`config.mk`:
```
export PLATFORM = sky130hd
export DESIGN_NAME = bram_arbiter
export DESIGN_NICKNAME = d
export VERILOG_FILES = /design/src/rtl/bram_arbiter_pkg.sv /design/src/rtl/mem_load_align.sv /design/src/rtl/bram_arbiter.sv
export SDC_FILE = /design/constraint.sdc
export NUM_CORES = 1
export LEC_CHECK = 0
export BUFFER_PORTS_ARGS = -buffer_cell sky130_fd_sc_hd__buf_4
export CORE_ASPECT_RATIO = 1.25
export CORE_MARGIN = 2
export CORE_UTILIZATION = 27
export CTS_CLUSTER_DIAMETER = 100
export CTS_CLUSTER_SIZE = 30
export DETAILED_ROUTE_END_ITERATION = 10
export GPL_TIMING_DRIVEN = 0
export PLACE_DENSITY = 0.48
export SLEW_MARGIN = 20
export SYNTH_ARGS = -nofsm -noshare
export SYNTH_HDL_FRONTEND = slang
export SYNTH_SLANG_ARGS = --single-unit
```
`constraint.sdc`:
```
create_clock -name clk -period 3.1 [get_ports clk]
set_input_delay 0.31 -clock clk [delete_from_list [all_inputs] [get_ports clk]]
set_output_delay 0.31 -clock clk [all_outputs]
set_load 0.1 [all_outputs]
```
`src/rtl/bram_arbiter_pkg.sv`:
```
// Shared definitions for the I/D block-RAM arbiter.
// Size codes, lane masks, FSM states and request bundle.
package bram_arbiter_pkg;

  localparam logic [1:0] SZ_B = 2'b00;
  localparam logic [1:0] SZ_H = 2'b01;
  localparam logic [1:0] SZ_W = 2'b10;

  localparam logic [3:0] MASK_B = 4'b0001;
  localparam logic [3:0] MASK_H = 4'b0011;
  localparam logic [3:0] MASK_W = 4'b1111;

  typedef enum logic [1:0] {
    S_IDLE  = 2'd0,
    S_BEAT1 = 2'd1,
    S_BEAT2 = 2'd2,
    S_RESP  = 2'd3
  } state_t;

  typedef enum logic {
    P_I = 1'b0,
    P_D = 1'b1
  } port_t;

  typedef struct packed {
    logic        wen;
    logic [1:0]  size;
    logic        uns;
    logic [31:0] wdata;
  } req_t;

  function automatic logic [3:0] size_mask(input logic [1:0] size);
    logic [3:0] m;
    unique case (1'b1)
      (size == SZ_B): m = MASK_B;
      (size == SZ_H): m = MASK_H;
      default:        m = MASK_W;
    endcase
    return m;
  endfunction

endpackage

```
`src/rtl/mem_load_align.sv`:
```
// Load data alignment: picks bytes from {hi, lo} at the byte
// offset, truncates to the access size and extends to 32 bits.
module mem_load_align
  import bram_arbiter_pkg::*;
(
  input  logic [63:0] hilo,
  input  logic [1:0]  off,
  input  logic [1:0]  size,
  input  logic        uns,
  output logic [31:0] result
);

  logic [31:0] sh;

  always_comb begin
    sh = 32'(hilo >> {off, 3'b000});
    unique case (1'b1)
      (size == SZ_B): result = {{24{~uns & sh[7]}}, sh[7:0]};
      (size == SZ_H): result = {{16{~uns & sh[15]}}, sh[15:0]};
      default:        result = sh;
    endcase
  end

endmodule

```
`src/rtl/bram_arbiter.sv`:
```
// Shares one byte-enabled sync RAM between fetch (I) and load/store (D),
// splitting misaligned D accesses into two aligned beats.
module bram_arbiter
  import bram_arbiter_pkg::*;
#(
  parameter int ADDR_W = 12
) (
  input  logic              clk,
  input  logic              rst,
  input  logic              i_req,
  input  logic [ADDR_W-1:0] i_addr,
  output logic              i_ack,
  output logic [31:0]       i_rdata,
  input  logic              d_req,
  input  logic              d_wen,
  input  logic [ADDR_W-1:0] d_addr,
  input  logic [1:0]        d_size,
  input  logic              d_unsigned,
  input  logic [31:0]       d_wdata,
  output logic              d_ack,
  output logic [31:0]       d_rdata,
  output logic [ADDR_W-3:0] mem_addr,
  output logic [3:0]        mem_be,
  output logic              mem_wen,
  output logic [31:0]       mem_din,
  input  logic [31:0]       mem_dout
);

  state_t            state_q, state_d;
  port_t             port_q, port_d;
  port_t             last_q, last_d;
  logic [ADDR_W-1:0] addr_q, addr_d;
  req_t              req_q, req_d;
  logic [31:0]       lo_q, lo_d;
  logic [ADDR_W-3:0] maddr_q, maddr_d;
  logic [3:0]        be_q, be_d;
  logic              mwen_q, mwen_d;
  logic [31:0]       din_q, din_d;
  logic              i_ack_q, i_ack_d;
  logic              d_ack_q, d_ack_d;

  logic              gnt_i, gnt_d;
  logic [ADDR_W-1:0] nxt_addr, cur_addr;
  req_t              nxt_req, cur_req;
  logic [7:0]        lanes;
  logic [63:0]       steer;
  logic              split;
  logic [31:0]       ld_data;

  always_comb begin
    gnt_i = 1'b0;
    gnt_d = 1'b0;
    unique case (1'b1)
      (d_req && (!i_req || last_q == P_I)): gnt_d = 1'b1;
      (i_req && (!d_req || last_q == P_D)): gnt_i = 1'b1;
      default: ;
    endcase
    if (gnt_d) begin
      nxt_addr = d_addr;
      nxt_req  = '{wen: d_wen, size: d_size,
                   uns: d_unsigned, wdata: d_wdata};
    end else begin
      nxt_addr = i_addr & {{(ADDR_W-2){1'b1}}, 2'b00};
      nxt_req  = '{wen: 1'b0, size: SZ_W,
                   uns: 1'b1, wdata: 32'd0};
    end
  end

  // Lane layout comes from the incoming request in IDLE, else the latched one
  always_comb begin
    cur_addr = (state_q == S_IDLE) ? nxt_addr : addr_q;
    cur_req  = (state_q == S_IDLE) ? nxt_req : req_q;
    lanes    = {4'b0000, size_mask(cur_req.size)} << cur_addr[1:0];
    steer    = {32'd0, cur_req.wdata} << {cur_addr[1:0], 3'b000};
    split    = |lanes[7:4];
  end

  always_comb begin
    state_d = state_q;
    port_d  = port_q;
    last_d  = last_q;
    addr_d  = addr_q;
    req_d   = req_q;
    lo_d    = lo_q;
    maddr_d = maddr_q;
    be_d    = 4'b0000;
    mwen_d  = 1'b0;
    din_d   = din_q;
    i_ack_d = 1'b0;
    d_ack_d = 1'b0;
    unique case (state_q)
      S_IDLE: begin
        if (gnt_i || gnt_d) begin
          state_d = S_BEAT1;
          port_d  = gnt_d ? P_D : P_I;
          last_d  = gnt_d ? P_D : P_I;
          addr_d  = nxt_addr;
          req_d   = nxt_req;
          maddr_d = nxt_addr[ADDR_W-1:2];
          be_d    = lanes[3:0];
          din_d   = steer[31:0];
          mwen_d  = nxt_req.wen;
        end
      end
      S_BEAT1: begin
        if (split) begin
          state_d = S_BEAT2;
          maddr_d = maddr_q + 1'b1;
          be_d    = lanes[7:4];
          din_d   = steer[63:32];
          mwen_d  = req_q.wen;
        end else begin
          state_d = S_RESP;
          i_ack_d = (port_q == P_I);
          d_ack_d = (port_q == P_D);
        end
      end
      S_BEAT2: begin
        lo_d    = mem_dout;
        state_d = S_RESP;
        i_ack_d = (port_q == P_I);
        d_ack_d = (port_q == P_D);
      end
      S_RESP: state_d = S_IDLE;
      default: state_d = S_IDLE;
    endcase
  end

  always_ff @(posedge clk) begin
    if (rst) begin
      state_q <= S_IDLE;
      port_q  <= P_I;
      last_q  <= P_I;
      addr_q  <= '0;
      req_q   <= '0;
      lo_q    <= '0;
      maddr_q <= '0;
      be_q    <= '0;
      mwen_q  <= 1'b0;
      din_q   <= '0;
      i_ack_q <= 1'b0;
      d_ack_q <= 1'b0;
    end else begin
      state_q <= state_d;
      port_q  <= port_d;
      last_q  <= last_d;
      addr_q  <= addr_d;
      req_q   <= req_d;
      lo_q    <= lo_d;
      maddr_q <= maddr_d;
      be_q    <= be_d;
      mwen_q  <= mwen_d;
      din_q   <= din_d;
      i_ack_q <= i_ack_d;
      d_ack_q <= d_ack_d;
    end
  end

  mem_load_align u_align (
    .hilo   ({mem_dout, split ? lo_q : mem_dout}),
    .off    (addr_q[1:0]),
    .size   (req_q.size),
    .uns    (req_q.uns),
    .result (ld_data)
  );

  assign i_ack    = i_ack_q;
  assign d_ack    = d_ack_q;
  assign i_rdata  = i_ack_q ? mem_dout : 32'd0;
  assign d_rdata  = (d_ack_q && !req_q.wen) ? ld_data : 32'd0;
  assign mem_addr = maddr_q;
  assign mem_be   = be_q;
  // A write strobe must never escape while reset is held
  assign mem_wen  = mwen_q & ~rst;
  assign mem_din  = din_q;

endmodule
```
Word-level counts from Yosys, hierarchy flattened --
Index checks and enable logic that the tools add are counted.
Storage, ports and cells: flip-flop bits (word level) 122, word-level logic and storage cells 78, bits of input ports 96, output and inout port bits 113
Cells by class: muxes and demuxes 31, add/sub/neg operators 1, equality and inequality tests 7, bitwise operators 6, shifts and indexed selects 3, reduce and logical (&&, ||, !) cells 16
Operators by type and width (number):
- two-way mux 32 bit | 5
- case mux 32 bit (2 select lines) | 2
- << shifter 32 x 5 -> 64 bit | 1
- >> shifter 64 x 5 -> 32 bit | 1
- two-way mux 36 bit | 1
- two-way mux 35 bit | 1
- two-way mux 10 bit | 2
- case mux 10 bit (2 select lines) | 1
- case mux 4 bit (2 select lines) | 2
- two-way mux 12 bit | 1
- adder 10 x 1 -> 10 bit, second input constant | 1
- two-way mux 1 bit | 8
- two-way mux 4 bit | 2
- case mux 2 bit (4 select lines) | 1
- << shifter 4 x 2 -> 8 bit | 1
- equality test 2 x 1 -> 1 bit, second input constant | 3
- zero test 2 bit | 3
- case mux 1 bit (2 select lines) | 3
- equality test 2 bit, second input constant | 2
- two-way mux 2 bit | 2
- OR reduction 4 bit | 1
- bitwise AND 1 bit | 3
- logical AND 1 bit | 3
- zero test 1 bit | 3
- other kinds (7) | 11

Depth between registers and ports, before layout --
depth after elaboration 15, gate-level depth with buffers 13, depth with buffers taken out 9

By module --
Synthesis repeated with hierarchy kept, for this count alone.
Unflattened totals: cells, all modules 989, area total of the unflattened synthesis 8241.7 sq um
By module, submodules not included:
- bram_arbiter | instances 1, seq. area each 2442.3 sq um, area each 7131.8 sq um, cells each 888
- mem_load_align | instances 1, seq. area each 0.0 sq um, area each 1109.8 sq um, cells each 101

Worst setup path after synthesis --
OpenSTA, ideal clock, no wires.
path type register -> output, start register state_q[0], end output d_rdata[27], required time 2.790 ns, buffers on the path 2, path slack -0.914 ns, arrival time 3.704 ns, stages on the path, launching flop included 12, path through dfxtp_1 inv_1 ha_1 buf_2 and2_1 nand2_1 a22oi_2 nor3_1 o32ai_2 nand3_1 buf_2 a22oi_1
Between the ends: word-level cells in the longest chain between the ends 11, elaborated cells between the ends (all ways) 14, classes of those cells 1 x eq/ne; 2 x shift; 6 x mux; 2 x bitwise; 3 x reduce/logical
Ends and longest elaborated chain:
- start, declared | RTL line bram_arbiter.sv:29 | state_t state_q, state_d;
- start signal, assigned | RTL line bram_arbiter.sv:144 | state_q <= state_d;
- zero test 2 bit (*) | RTL line bram_arbiter.sv:71, bram_arbiter.sv:72
- two-way mux 35 bit | RTL line bram_arbiter.sv:72 | cur_req = (state_q == S_IDLE) ? nxt_req : req_q;
- equality test 2 x 1 -> 1 bit / zero test 2 bit (equally long branches) | RTL line bram_arbiter_pkg.sv:36, bram_arbiter_pkg.sv:35
- case mux 4 bit (2 select lines) | RTL line bram_arbiter_pkg.sv:34 | unique case (1'b1)
- << shifter 4 x 2 -> 8 bit (*) | RTL line bram_arbiter.sv:73 | lanes = {4'b0000, size_mask(cur_req.size)} << cur_addr[1:0];
- OR reduction 4 bit (*) | RTL line bram_arbiter.sv:75 | split = |lanes[7:4];
- two-way mux 32 bit (*) | RTL line bram_arbiter.sv:160 | .hilo ({mem_dout, split ? lo_q : mem_dout}),
- >> shifter 64 x 5 -> 32 bit (*) | RTL line mem_load_align.sv:16 | sh = 32'(hilo >> {off, 3'b000});
- bitwise AND 1 bit (on tied branches) | RTL line mem_load_align.sv:19, mem_load_align.sv:18
- case mux 32 bit (2 select lines) (*) | RTL line mem_load_align.sv:17 | unique case (1'b1)
- two-way mux 32 bit (*) | RTL line bram_arbiter.sv:170 | assign d_rdata = (d_ack_q && !req_q.wen) ? ld_data : 32'd0;
- end, declared | RTL line bram_arbiter.sv:21 | output logic [31:0] d_rdata,
Every way passes the cells marked *; elsewhere a longest branch is shown, timed or not.

Final worst setup path --
start register state_q[0], end output d_rdata[31]
The elaborated chain is that of the path after synthesis.

==> out/qor.yml <==
first_iter_violations: 550
fill_cells: 3047
mostFrequentLayoutCells: "217 x buf_4, 132 x nor2_1, 120 x dfxtp_1, 89 x nand2_1, 75 x mux2i_1"
rsz0062_at_grt: "true"
final.period_utilization_pct: 112
core_area_um2: 29100
max_freq_mhz: 289
final_nets: 1335
grt-ovfl-total: 0
violations: "setup timing"
tightest_slew_ns: 1.03
routed_wl_um: 35300
num_rows: 70
clockBufferDepth: 2
cp_max_fo: 7
r2r_cells: 18
switchingPower_uw: 6560
grt_pass1_wl_um: 51400
hp-start: "d_wdata[8]"
ys_warn_count: 0
synth_edf_count: 0
p_seq_share_pct: 18.2
worstPathArrival_ns: 3.15
ant_nets: 0
cts_buffers: 17
area_delta_synth_final_pct: 49.0
syn_inst: 969
finalSetupViolCount: 31
cp_cell_sequence: "inv_2 > ha_4 > and3b_1 > a41o_1 > o21ai_4 > buf_12 > buf_8 > a221oi_2 > o32ai_2 > buf_4 > nand3_4 > buf_4 > a22oi_2 > buf_8"
fin_crit_ns: 3.46
multiInputGateArea_um2: 5410
r2r-end: "lo_q[20]"
yosysUniqueCellTypes: 61
yosys.area.top_type: "dfxtp_1"
final_common_cell: "buf_4"
r2r_slack_ns: 0.12
slew-limit-headroom_pct: 31.3
clk_latency_ns: 0.44
clock_skew_ns: 0.00679
finalWorstSetupSlack_ns: -0.359
avgSynthCellArea_um2: 8.18
initial_core_util_pct: 27.2
hold_depth: 3
p_comb_share_pct: 63.1
regArea_um2: 2440
postCtsHoldBufs: 0
seq_area_frac_synth_pct: 30.8
io_buffers: 205
synth-seq-cells: 122
gp_congestion: 0.957
die_y_um: 196
startpoint_type: "flop"
grt_pass1_vias: 8373
status: "finished with violations"
yosys.area.top_type_share_pct: 30.8
place_area_um2: 10100
async_flop_share_pct: 0
leakage_uw: 0.00475
cts_root_buffer: "clkbuf_16"
synth_nets: 1070
crit_path_top_delay_cell: "dfxtp_2"
dpl.hpwl_um: 26900
peakVddDrop_mv: 0.733
vias: 8770
maxCapViolCount: 0
synth_area_leaders: "dfxtp_1 31%, mux2i_1 9.5%, a22oi_1 7.4%"
hp-class: "in -> reg"
power.share.clock_pct: 18.7
n_antenna_cell: 0
min_to: "req_q[8]"
ys.flop_type: "dfxtp_1"
worstSetupPathType: "reg -> out"
clock-sinks: 122
clkTransAtPathRegs_ns: 0.06
cp-end-kind: "output pin"
antenna_found_initial: 0
cp_data_required_time_ns: 2.79
routedWlPerCell_um: 21.5
cp_num_buf_inv: 6
cpLargestDelayFamily: "buffers and inverters"
drive_above_1_share_pct: 33.0
dieArea_um2: 30700
fin_util_pct: 40.6
grt_start_max_net_pins: 17
synth_area_um2: 7920
route.detailed.drc: 0
finalMaxSlewViolations: 0
cp_slowest_stage_delay_ns: 0.32
grtUsageTotal_pct: 22.5
p_per_area_nw_per_um2: 1070
cts_tree: "built"
viasPerCell: 5.34
htree_levels: 4
ios: 209
firstDrtPassIters: 5
switching_share_pct: 52.2
final_hold_viol_count: 0
rr_startpoint: "state_q[0]"
dieWidth_um: 157
fin_area_um2: 11800
p_int_uw: 6010
[per-stage QoR]
step                      worst slack [ns]  instances  TNS [ns]  total power [uW]  hold slack, ns
after floorplan                     -0.109        969     -1.07              7610           0.451
after global placement              -0.190       1570     -3.55              9620           0.464
after detailed placement            -0.207       1570     -3.53              9610           0.465
after CTS                           -0.322       1641     -7.48             12500           0.116
after global routing                -0.437       1643    -11.05             13200           0.143
final                               -0.359       1643     -8.23             12600           0.134
[metal layers]
metal  routed length [um]  global-route usage [%]  vias up
li1                     -                       -     4107
met1                13900                    26.5     4219
met2                18300                    40.4      384
met3                 1970                    3.15       60
met4                 1190                    9.12        0
met5                    0                       0        -
[registers in the layout (all words and copies together), names as in the netlist, 2 cells and up]
name	count
addr_q	2
lo_q	32
req_q	36
state_q	2
mem_din	32
mem_be	4
mem_addr	10
[worst register-to-register path, stage by stage, from the launching register on]
cell and delay (ns):
dfxtp_2 0.34, inv_2 0.06, buf_4 0.12, buf_4 0.12, buf_4 0.12, buf_4 0.12, buf_4 0.12, buf_4 0.12
buf_4 0.12, buf_4 0.12, buf_4 0.12, buf_4 0.12, buf_4 0.12, buf_4 0.12, buf_4 0.14, ha_1 0.33
buf_2 0.30, mux2i_1 0.21, nor2_1 0.05
[kinds of logic after synthesis]
logic type               after synthesis  share of synthesized area, %
flip-flops                           122                          30.8
adder cells (fa/ha/maj)                5                         0.790
AND/OR/NAND/NOR                      328                          18.2
AO/OA/AOI/OAI                        305                          27.9
buffers and inverters                 97                          5.40
multiplexers                         112                          16.9
[area by class of cell]
type	count	area share (%)
Clock inverter	13	2.01
Tap cell	396	4.20
Timing Repair Buffer	247	19.2
Multi-Input combinational cell	750	45.9
Sequential cell	122	20.7
Clock buffer	19	3.75
Inverter	10	0.318
Buffer	86	3.92
[Yosys cell counts, types with 21 or more instances]
| master | number |
|---|---|
| a21oi_1 | 42 |
| a22o_1 | 23 |
| o21ai_0 | 57 |
| dfxtp_1 | 122 |
| clkbuf_1 | 44 |
| nand2_1 | 90 |
| buf_2 | 21 |
| a22oi_1 | 78 |
| and2_1 | 36 |
| a2bb2oi_1 | 24 |
| nor2_1 | 133 |
| mux2i_1 | 75 |
| nor3_1 | 27 |
[timing repair]
item,in CTS,in global routing
pin swaps,17,1
buffers inserted,37,3
resized for setup,143,20
endpoints found under the setup margin,32,63
cloned,2,0
endpoints found under the hold margin,0,0
[worst max path at each step]
stage	depth (start not counted)	slack (ns)	start	to
finish	14	-0.36	state_q[0]	d_rdata[31]
CTS	14	-0.32	state_q[0]	d_rdata[28]
global route	14	-0.44	state_q[0]	d_rdata[24]
global placement	10	-0.19	d_addr[1]	d_rdata[30]
detailed placement	10	-0.21	d_addr[1]	d_rdata[30]
floorplan	10	-0.11	state_q[1]	d_rdata[27]
[power groups by stage]
stage               clock, uW  sequential, uW  combinational (uW)
floorplan                   0            3630                3980
global placement            0            2320                7300
detailed placement          0            2310                7300
CTS                      2380            2290                7860
global route             2450            2330                8400
finish                   2350            2290                7930
Note: power is estimated with default switching activity, not from simulation.
